==> src/rtl/mux_a_arbiter.sv <==
// mux_a_arbiter: round-robin req/gnt arbiter owning the 4-channel A-side mux select,
// with one idle turnaround cycle between owners and optional hold-time preemption.
module mux_a_arbiter #(
    parameter int unsigned MAX_HOLD = 16
) (
    input  logic       clk,
    input  logic       n_reset,
    input  logic       en,
    input  logic [3:0] req,
    output logic [3:0] gnt,
    output logic [1:0] s,
    output logic       busy,
    output logic       preempt
);
    localparam logic IDLE = 1'b0;
    localparam logic OWN  = 1'b1;
    localparam logic [7:0] LIM = 8'(MAX_HOLD - 1);

    logic       state;
    logic [1:0] owner, last, winner;
    logic [7:0] hold_cnt;
    logic       others, pre;

    // Scan downwards so the channel closest after last wins.
    always_comb begin
        winner = last;
        for (int k = 4; k >= 1; k--)
            if (req[last + 2'(k)]) winner = last + 2'(k);
    end

    assign others = |(req & ~(4'b0001 << owner));
    // >= rather than == so a saturated counter still preempts when contention appears late.
    assign pre = (MAX_HOLD != 0) && (hold_cnt >= LIM) && req[owner] && others;

    always_ff @(posedge clk or negedge n_reset) begin
        if (!n_reset) begin
            state    <= IDLE;
            gnt      <= 4'b0000;
            s        <= 2'b00;
            busy     <= 1'b0;
            preempt  <= 1'b0;
            owner    <= 2'd0;
            last     <= 2'd3;
            hold_cnt <= 8'd0;
        end else begin
            preempt <= 1'b0;
            if (state == IDLE) begin
                if (en && |req) begin
                    owner    <= winner;
                    s        <= winner;
                    gnt      <= 4'b0001 << winner;
                    busy     <= 1'b1;
                    hold_cnt <= 8'd0;
                    state    <= OWN;
                end
            end else if (!req[owner] || pre) begin
                gnt     <= 4'b0000;
                busy    <= 1'b0;
                last    <= owner;
                state   <= IDLE;
                preempt <= req[owner];
            end else if (hold_cnt != 8'hFF) begin
                hold_cnt <= hold_cnt + 8'd1;
            end
        end
    end
endmodule

==> config.mk <==
export PLATFORM = sky130hd
export DESIGN_NAME = mux_a_arbiter
export DESIGN_NICKNAME = d
export VERILOG_FILES = /design/src/rtl/mux_a_arbiter.sv
export SDC_FILE = /design/constraint.sdc
export NUM_CORES = 1
export LEC_CHECK = 0
export CORE_UTILIZATION = 47
export DETAILED_ROUTE_END_ITERATION = 8
export HOLD_SLACK_MARGIN = 0.05
export PLACE_DENSITY_LB_ADDON = 0.05
export SLEW_MARGIN = 20
export SYNTH_ARGS = -nofsm -noshare
export SYNTH_HDL_FRONTEND = slang
export SYNTH_SLANG_ARGS = --single-unit
export TNS_END_PERCENT = 30
==> constraint.sdc <==
create_clock -name clk -period 2.2 [get_ports clk]
set_clock_uncertainty 0.15 [all_clocks]
set_input_delay 0.44 -clock clk [delete_from_list [all_inputs] [get_ports clk]]
set_output_delay 0.44 -clock clk [all_outputs]
set_load 0.02 [all_outputs]
==> metrics <==
status finished clean; post-synth top area share 40.7%; Yosys reg bits 19; CP delay by family, top simple AND/OR/NAND/NOR gates; Mapped Cells ~110; logic gate share of total power between 50 and 60%; Synth Area in XOR/XNOR 0%; via count 1,051; Post-synth ARST share 100%; CTS Buf Count 3; cell taking the most area after synthesis dfrtp_1; Yosys cell types 35; final std cells w/o fill between 150 and 200; Setup WS post-layout ~0.071 ns; Adder-Cell Fraction of Synth Area under 10%; final hold viol count 0; crit-path max cell delay 0.48 ns; GRT overflow 0; Hold/Removal Path Class in -> async; row count 16; switch share 40.6%; Area after DPL about 0.0014 mm²; Die Height just under 50 µm; Die Wd roughly 49 µm; Seq pwr share between 30% and 40%; Root Buffer clkbuf_4; Avg Inst Size Synth ~9.3 µm²; wire per inst around 14 µm; VDD IR-drop max between 700 and 800 µV; initial antenna violation count 0; Worst path slowest cell or4_4; crit end category register; Crit Path Class reg -> reg; WP data required approximately 2.3 ns; post-synthesis mux area share around 2.2%; MaxCap Viol Count 0; register area share after synthesis 45.7%; Worst Path Arrival approximately 2.2 ns; largest family of logic cells by synthesized area simple AND/OR/NAND/NOR gates; Post-CTS Hold Fix Bufs 0; pwr dens between 1000 and 1500 mW/mm²; drt drc 0; CTS clock-pin slew for the worst setup and hold paths 0.11 ns; syn nets 120; final setup vio count 0; final worst-path cycle share a little over nine tenths; Synthesis Warnings 0; FILL cells around 150; Core Region 0.00202 mm²; maximum clock rate approximately 470 MHz; IO Port Bufs 14; clock sink count 19; critical-path cell list ha_1, and3_1, and4_4, or2_4, or4_4, a21oi_2; Worst-Skew Late Latency 0.30 ns; ranking of synthesized cells by area dfrtp_1, nand2_1, dfstp_2, o31ai_1, a21oi_1; H-tree Lvls 1; cell internal pwr 1.06 mW; largest net degree at the start of global routing 13; hpwl dp 1870 µm; Diodes inserted 0; multi-input combinational cell area roughly 580 µm²; crit path buf inv count 0; DR vias/cell around 5.8; Post-Synth Simple-Gate Area 24.2%; main flop type after synthesis dfrtp_1; initial core utilization 51.7%; Routed Antenna Nets 0; drt total wl 2570 µm; Slew HR roughly 59%; placed cell count 175; die area around 0.0024 mm²; Final Wtd Congestion 0.810; nets 162; Crit Path Max Fanout 5; fraction of layout cells with a size suffix above 1 between 30% and 40%; leakage power roughly 0.66 nW; design area 0.00148 mm²; Hold WS about 0.28 ns; RSZ-0062 raised after global routing false; CP Launch Type register; Post-synth EDFFs 0; # IOs 15; Tmin final between 2 and 2.5 ns; Synth Area in Compound Gates approximately 22%; initial detailed-routing violation count 35; Slew @ Worst Pin 0.617 ns; clock tree from TritonCTS done; synthesized cell area about 0.0010 mm²; clock buffer depth 2; router iterations before antenna repair 5; first-pass GRT wire length 4490 µm; worst slack at placement -0.381 ns; total track usage about a quarter; area grow syn2layout 41.6%; FF+latch area approximately 480 µm²; clock share of power between 10% and 20%; Slew Viols, Final 0; number of global-route vias before repair 1,020; NetSw around 0.73 mW
==> routing by layer <==
layer  vias to the layer above  global-route usage (%)  wire length (µm)
met5                         -                       0                 0
met4                         0                    8.33                25
met3                         3                    4.67               171
met2                        41                    36.8              1200
met1                       506                    34.9              1180
li1                        501                       -                 -
==> worst reg2reg max path, stage by stage (launching register included) <==
cell and delay (ns):
dfrtp_1 0.40, ha_1 0.24, and3_1 0.19, and4_4 0.19, or2_4 0.27, or4_4 0.49
a21oi_2 0.14
==> Yosys cell counts (2+ instances only) <==
library cell  number
nand2_1           17
a21oi_1            8
dfstp_2            2
nand3_1            7
dfrtp_1           17
nor2_1             4
and3_1             3
buf_2              2
nor3_1             2
o31ai_1            6
o21ai_0            8
or4_1              5
inv_1              4
nand2b_1           4
o41ai_1            2
o32ai_1            2
==> repair_timing <==
item                       CTS  global route
resized for setup            6             9
setup endpoints to repair    6             4
setup buffers                0             0
pin swaps                    0             2
cloned                       0             1
hold endpoints to repair     0             0
==> kinds of logic (layout without fill, tap and decap cells) <==
kind of cell / count (synthesis) / count (layout)
adder cells (fa/ha/maj): 2 / 2
AND/OR/NAND/NOR: 49 / 50
flip-flops: 19 / 19
AO/OA/AOI/OAI: 33 / 33
multiplexers: 1 / 1
buffers and inverters: 8 / 48
==> power by group through the flow <==
stage | clock network (mW) | logic, mW | registers, mW
after floorplan | 0 | 0.412 | 0.670
after global placement | 0 | 0.953 | 0.585
after detailed placement | 0 | 0.976 | 0.593
after CTS | 0.184 | 1.01 | 0.585
after global routing | 0.198 | 1.12 | 0.601
final | 0.181 | 1.02 | 0.587
==> placed cells by master (no fill, tap or decap), drive strengths merged, types with 2 or more instances in the layout <==
cell type / count
clkdlybuf4s50: 10
nand2b: 4
clkbuf: 4
nor2: 4
dfrtp: 17
a21oi: 8
inv: 4
o41ai: 2
o32ai: 2
o31ai: 6
dlygate4sd2: 3
buf: 26
nor3: 2
dfstp: 2
or2: 2
and3: 3
nand3: 7
o21ai: 9
nand2: 17
or4: 5
==> stage by stage <==
stage / power [mW] / TNS [ns] / utilization (%)
global route: 1.92 / 0 / 73.3
detailed placement: 1.57 / -4.47 / 69.4
CTS: 1.78 / 0 / 71.3
floorplan: 1.08 / 0 / -
finish: 1.79 / 0 / 73.3
global placement: 1.54 / -4.00 / 69.4
==> sequential cells by signal, summed over array words and instances (netlist names) <==
| name | cells |
|---|---|
| busy | 1 |
| gnt | 4 |
| hold_cnt | 8 |
| last | 2 |
| owner | 2 |
| preempt | 1 |
| state | 1 |
==> worst paths after layout <==
kind                                           endpoint  depth (start not counted)  slack (ns)               startpoint
min in group clk                       busy$_DFFE_PN0P_                          2        0.33         busy$_DFFE_PN0P_
worst min register to register         busy$_DFFE_PN0P_                          2        0.33         busy$_DFFE_PN0P_
max in group asynchronous            gnt[2]$_DFFE_PN0P_                          2        1.11                  n_reset
worst max register to register  hold_cnt[6]$_DFFE_PN0P_                          6        0.07  hold_cnt[0]$_DFFE_PN0P_
worst min-delay path            hold_cnt[4]$_DFFE_PN0P_                          1        0.28                  n_reset
worst max-delay path            hold_cnt[6]$_DFFE_PN0P_                          6        0.07  hold_cnt[0]$_DFFE_PN0P_
==> final cells by class <==
cell class,instances,area share [%]
Clock buffer,4,1.77
Inverter,4,1.01
Tap cell,27,2.28
Multi-Input combinational cell,86,39.3
Timing Repair Buffer,40,23.4
Sequential cell,19,32.3
Power figures use the tool's default switching activity.
